--- src/rtl/regfile_pkg.sv ---
// Shared helpers and types for the scoreboarded register file.
package regfile_pkg;

  function automatic int reg_aw(input int nreg);
    return (nreg > 1) ? $clog2(nreg) : 1;
  endfunction

  localparam int NREG_DEFAULT   = 32;
  localparam int PEND_W_DEFAULT = 2;
  localparam int REG_ZERO       = 0;

  typedef logic [reg_aw(NREG_DEFAULT)-1:0] reg_addr_t;
  typedef logic [PEND_W_DEFAULT-1:0]       pend_t;

endpackage

--- src/rtl/regfile_pend_cnt.sv ---
// Per-register count of in-flight writes; never wraps in either direction.
// REGFILE_BYPASS_EN adds a last_o flag (exactly one write outstanding) for forwarding.
module regfile_pend_cnt #(
  parameter int PEND_W = 2
) (
  input  logic clk_i,
  input  logic rst_i,
  input  logic inc_i,
  input  logic dec_i,
`ifdef REGFILE_BYPASS_EN
  output logic last_o,
`endif
  output logic busy_o,
  output logic sat_o,
  output logic underflow_o
);

  logic [PEND_W-1:0] cnt_q, cnt_d;
  logic              decEff;

  assign busy_o      = (cnt_q != '0);
  assign sat_o       = &cnt_q;
  assign underflow_o = dec_i && !busy_o;
  assign decEff      = dec_i && busy_o;
`ifdef REGFILE_BYPASS_EN
  assign last_o      = (cnt_q == PEND_W'(1));
`endif

  // A retiring write and a new issue in the same cycle cancel out.
  always_comb begin
    cnt_d = cnt_q;
    if (inc_i && !decEff && !sat_o) begin
      cnt_d = cnt_q + 1'b1;
    end else if (decEff && !inc_i) begin
      cnt_d = cnt_q - 1'b1;
    end
  end

  always_ff @(posedge clk_i) begin
    if (rst_i) begin
      cnt_q <= '0;
    end else begin
      cnt_q <= cnt_d;
    end
  end

endmodule

--- src/rtl/regfile_scoreboard.sv ---
// Register file with NRD read ports, one write-back port and a pending-write scoreboard.
// REGFILE_BYPASS_EN forwards write-back data to the read ports in the same cycle.
module regfile_scoreboard
  import regfile_pkg::*;
#(
  parameter int XLEN   = 32,
  parameter int NREG   = 32,
  parameter int NRD    = 2,
  parameter int PEND_W = 2
) (
  input  logic                              clk_i,
  input  logic                              rst_i,
  input  logic                              issue_valid_i,
  output logic                              issue_ready_o,
  input  logic                              issue_rd_we_i,
  input  logic [reg_aw(NREG)-1:0]           issue_rd_addr_i,
  input  logic [NRD-1:0]                    rs_use_i,
  input  logic [NRD*reg_aw(NREG)-1:0]       rs_addr_i,
  output logic [NRD*XLEN-1:0]               rs_data_o,
  output logic [NRD-1:0]                    rs_busy_o,
  input  logic                              wb_wren_i,
  input  logic [reg_aw(NREG)-1:0]           wb_addr_i,
  input  logic [XLEN-1:0]                   wb_data_i,
  output logic                              err_o
);

  localparam int AW = reg_aw(NREG);

  logic [XLEN-1:0] mem_q [NREG];
  logic [NREG-1:0] busyVec;
  logic [NREG-1:0] satVec;
  logic [NREG-1:0] underflowVec;
  logic            accept;
  logic            useStall;
  logic            satStall;
  logic            err_q;

  assign busyVec[0]      = 1'b0;
  assign satVec[0]       = 1'b0;
  assign underflowVec[0] = 1'b0;

`ifdef REGFILE_BYPASS_EN
  logic [NREG-1:0] lastVec;
  assign lastVec[0] = 1'b0;
`endif

  for (genvar r = 1; r < NREG; r++) begin : g_pend
    regfile_pend_cnt #(
      .PEND_W(PEND_W)
    ) u_cnt (
      .clk_i       (clk_i),
      .rst_i       (rst_i),
      .inc_i       (accept && issue_rd_we_i && (issue_rd_addr_i == AW'(r))),
      .dec_i       (wb_wren_i && (wb_addr_i == AW'(r))),
`ifdef REGFILE_BYPASS_EN
      .last_o      (lastVec[r]),
`endif
      .busy_o      (busyVec[r]),
      .sat_o       (satVec[r]),
      .underflow_o (underflowVec[r])
    );
  end

  // Entry 0 is only ever reset, so it reads as zero without a special case.
  for (genvar k = 0; k < NRD; k++) begin : g_port
    logic [AW-1:0] addr;
    assign addr = rs_addr_i[k*AW +: AW];
`ifdef REGFILE_BYPASS_EN
    logic hit;
    assign hit = wb_wren_i && (wb_addr_i == addr) && (addr != AW'(REG_ZERO));
    assign rs_data_o[k*XLEN +: XLEN] = hit ? wb_data_i : mem_q[addr];
    assign rs_busy_o[k] = busyVec[addr] && !(hit && lastVec[addr]);
`else
    assign rs_data_o[k*XLEN +: XLEN] = mem_q[addr];
    assign rs_busy_o[k] = busyVec[addr];
`endif
  end

  assign useStall      = |(rs_use_i & rs_busy_o);
  assign satStall      = issue_rd_we_i && (issue_rd_addr_i != AW'(REG_ZERO)) && satVec[issue_rd_addr_i];
  assign issue_ready_o = !useStall && !satStall;
  assign accept        = issue_valid_i && issue_ready_o;

  always_ff @(posedge clk_i) begin
    if (rst_i) begin
      for (int i = 0; i < NREG; i++) begin
        mem_q[i] <= '0;
      end
    end else if (wb_wren_i && (wb_addr_i != AW'(REG_ZERO))) begin
      mem_q[wb_addr_i] <= wb_data_i;
    end
  end

  // A write-back to a non-pending register marks a broken scoreboard until reset.
  always_ff @(posedge clk_i) begin
    if (rst_i) begin
      err_q <= 1'b0;
    end else begin
      err_q <= err_q || (|underflowVec);
    end
  end

  assign err_o = err_q;

endmodule

--- config.mk ---
export PLATFORM = sky130hd
export DESIGN_NAME = regfile_scoreboard
export DESIGN_NICKNAME = d
export VERILOG_FILES = /design/src/rtl/regfile_pkg.sv /design/src/rtl/regfile_pend_cnt.sv /design/src/rtl/regfile_scoreboard.sv
export SDC_FILE = /design/constraint.sdc
export NUM_CORES = 2
export LEC_CHECK = 0
export CAP_MARGIN = 20
export CORE_MARGIN = 5
export CORE_UTILIZATION = 35
export CTS_CLUSTER_SIZE = 10
export DETAILED_ROUTE_END_ITERATION = 8
export GPL_TIMING_DRIVEN = 0
export PLACE_DENSITY_LB_ADDON = 0.3
export SETUP_SLACK_MARGIN = 0.2
export SLEW_MARGIN = 15
export SYNTH_ARGS = -nofsm -noshare
export SYNTH_HDL_FRONTEND = slang
export SYNTH_HIERARCHICAL = 1
export SYNTH_SLANG_ARGS = --single-unit
export TNS_END_PERCENT = 20
--- constraint.sdc ---
create_clock -name clk_i -period 5.3 [get_ports clk_i]
set_input_delay 1.59 -clock clk_i [delete_from_list [all_inputs] [get_ports clk_i]]
set_output_delay 1.59 -clock clk_i [all_outputs]
set_load 0.02 [all_outputs]
==> summary.md <==
| Metric | Value |
|---|---|
| Final Skew | `0.0191 ns` |
| Initial antenna violation count | `19` |
| Cts bufs inserted | `132` |
| Reg2reg start | `g_pend[1].u_cnt/cnt_q[0]` |
| Post-CTS Hold Fix Bufs | `0` |
| Initial core utilization | `35.2%` |
| Min-delay worst type | `reg -> reg` |
| Largest stage delay, worst path | `0.53 ns` |
| DR WL/cell | `34.7 um` |
| Die ar. | `178000 um2` |
| Final core utilization | `42.0%` |
| Worst hold start | `g_pend[28].u_cnt/cnt_q[0]` |
| WP data required | `3.71 ns` |
| Tmin final | `5.47 ns` |
| Max VDD drop | `251 uV` |
| Cells on worst reg2reg path | `10` |
| Yosys reg bits | `1087` |
| Hold Crit Depth | `2` |
| Multi-input logic area | `26300 um2` |
| First-pass GRT wire length | `310000 um` |
| Synth area leaders | `edfxtp_1 (52%), mux4_2 (24%), and2_1 (10%)` |
| DP Cell Count | `6331` |
| Hold worst-path end | `g_pend[28].u_cnt/cnt_q[0]` |
| Worst skew pair latency | `0.78 ns` |
| Row count | `151` |
| RSZ-0062 raised after global routing | `true` |
| Via-per-instance ratio | `6.03` |
| Post-synthesis cell type count | `43` |
| Finished Layout Cells | `6595` |
| Startpoint types | `input pin` |
| Relative slew margins | `16.6%` |
| Largest area contributor in the netlist | `edfxtp_1` |
| Routed Antenna Nets | `0` |
| Buffers on Ports | `115` |
| Crit path kind | `in -> out` |
| Post-synth top area share | `51.6%` |
| Vias in the first global route | `39000` |
| Hold slack | `0.502 ns` |
| Peak Freq | `183 MHz` |
| Final worst path period share | `103%` |
| Placeable Area | `169000 um2` |
| Max cap viols | `0` |
| Total GRT Usage | `25.1%` |
| Sequential fraction of the synthesis area | `53.8%` |
| RR Endpoint | `g_pend[17].u_cnt/cnt_q[0]` |
| DRC violations left | `0` |
| Failing checks | `setup timing` |
| Die H | `422 um` |
| GRT Residual Overflow | `0` |
| GPL Wtd Cong | `0.946` |
| Worst-margin pin slew | `1.25 ns` |
| Post-synthesis cell count | `3949` |
| Worst setup EP type | `output pin` |
| DR pass1 iterations | `6` |
| Nets | `4369` |
| Clk pin slew, worst setup/hold paths | `0.05 ns` |
| Via count | `39800` |
| CP arrival | `3.88 ns` |
| Lkg Pwr | `24.4 nW` |
| Largest net degree at the start of global routing | `66` |
| Final Hold Violating Endpoints | `0` |
| CP max stage cell | `mux4_2` |
| R2R setup slack | `1.65 ns` |
| CTS sink count | `1087` |
| Fillers | `15300` |
| Max FO, Critical Path | `8` |
| CTS tree | `yes` |
| Total Wirelength | `229000 um` |
| IO Pins | `127` |
| Cell Pwr Density | `306 nW/um2` |
| Clock Path Buffers | `3` |
| Htree depth | `4` |
| Endpoints failing setup | `56` |
| Die Wd | `422 um` |
| Initial DRC Count | `5654` |
| Clock root cell | `clkbuf_16` |
| Final-report max-slew violation count | `0` |
| Share of layout cells above drive strength 1 | `29.4%` |
| Number of warning messages in the yosys log | `6` |
| Status | `finished, violations left` |
| HPWL after DPL | `156000 um` |
| Final WS setup | `-0.169 ns` |
| Area grow syn2layout | `19.3%` |
| Avg Cell Area, Syn | `15.1 um2` |
| FF+latch area | `32000 um2` |
| Synth Cell Area | `59600 um2` |
| Worst path cell trace | `clkbuf_16, buf_16, buf_12, buf_16, mux4_2, mux4_2, mux2_4, buf_6` |
==> registers in the layout, indices dropped and copies added, names as in the netlist <==
register and count:
g_pend.u_cnt/cnt_q 62, mem_q 1024, err_o 1
==> power by group <==
group	internal [W]	total (W)	switching (W)
sequential	0.00984	0.0101	0.000218
clock	0.00460	0.00835	0.00374
combinational	0.00154	0.00336	0.00182
==> timing repair <==
item	4_1_cts	5_1_grt
gates resized for setup	915	54
setup buffers	26	16
gates cloned	17	2
endpoints found under the setup margin	67	66
pin swaps	0	2
==> stage by stage <==
stage               total power, W  TNS [ns]  setup slack, ns  area [um2]
floorplan                   0.0118         0            0.192       59700
global placement            0.0131  -2572.38            -2.59       63600
detailed placement          0.0132   -141.59            -2.36       64000
CTS                         0.0217     -4.25           -0.127       70700
global route                0.0222     -5.11           -0.176       71000
finish                      0.0218     -4.77           -0.169       71000
==> critical path, delay by kind of cell <==
kind                   cells  cell delay (ns)
buffers and inverters      5             0.89
muxes                      3             1.37
==> worst max-delay path by stage <==
| stage | depth (start not counted) | start | to |
|---|---|---|---|
| final | 8 | rs_addr_i[5] | rs_data_o[61] |
| after CTS | 8 | rs_addr_i[9] | issue_ready_o |
| after floorplan | 6 | rs_addr_i[6] | rs_data_o[45] |
| after detailed placement | 8 | rs_addr_i[6] | rs_data_o[62] |
| after global routing | 8 | rs_addr_i[5] | rs_data_o[45] |
| after global placement | 8 | rs_addr_i[6] | rs_data_o[45] |
==> layer usage <==
| metal | routed length (um) | global-route usage (%) | vias to the layer above |
|---|---|---|---|
| li1 | - | - | 15800 |
| met5 | 22 | 0 | - |
| met3 | 25000 | 7.09 | 651 |
| met4 | 14300 | 13.8 | 4 |
| met1 | 82900 | 31.1 | 20700 |
| met2 | 106000 | 39.7 | 2587 |
==> cell type report <==
type / instances / area share (%)
inverter: 36 / 0.190
clock inverter: 27 / 0.419
clock buffer: 159 / 4.85
multi-input combinational: 2481 / 37.0
antenna: 15 / 0.0528
timing repair buffer: 196 / 3.47
sequential: 1087 / 45.1
tap: 2218 / 3.91
buffer: 376 / 5.07
==> synth_stat cells (all sizes together) <==
library cell  number
a22oi              5
inv               36
nor3b              5
dfxtp             63
and2b             31
a221oi             1
o2111a             1
mux4             646
nand4              5
a41oi              3
conb               1
o21ai             31
a221o              1
and3b              1
and3              34
or2b              31
nand2             87
a21oi            101
clkbuf           266
nor2              97
and2            1024
nand3b             4
a211o              1
mux2              70
nor4              39
a311oi             2
or2               61
o211ai             3
nand3             45
edfxtp          1024
or3               32
mux2i             28
nor3               7
o2111ai            1
nor2b             11
a2bb2oi            1
nand2b             9
buf              110
or3b              31
==> cells in the final DEF (no fill, tap or decap), types with 32 or more instances in the layout <==
master,instances
clkdlybuf4s50_1,42
inv_1,36
buf_12,61
or2_2,37
and2_1,993
buf_6,68
mux4_2,646
clkbuf_16,164
buf_16,37
edfxtp_1,1024
or3_1,32
mux2_4,49
dfxtp_1,63
and3_1,34
nor4_1,39
nand2_1,87
nand3_1,45
nor2_1,96
buf_4,33
a21oi_1,101
conb_1,32
clkbuf_1,237
==> logic make-up (layout without fill, tap and decap cells) <==
logic type	count (synthesis)	after routing	share of synthesized area, %
DFF	1087	1087	53.8
and+or+nand+nor	1554	1554	15.8
muxes	744	744	26.2
buffers and inverters	412	794	2.84
AOI/OAI and AO/OA	151	151	1.38
other	1	47	0.00630
Note: power is estimated with default switching activity, not from simulation.
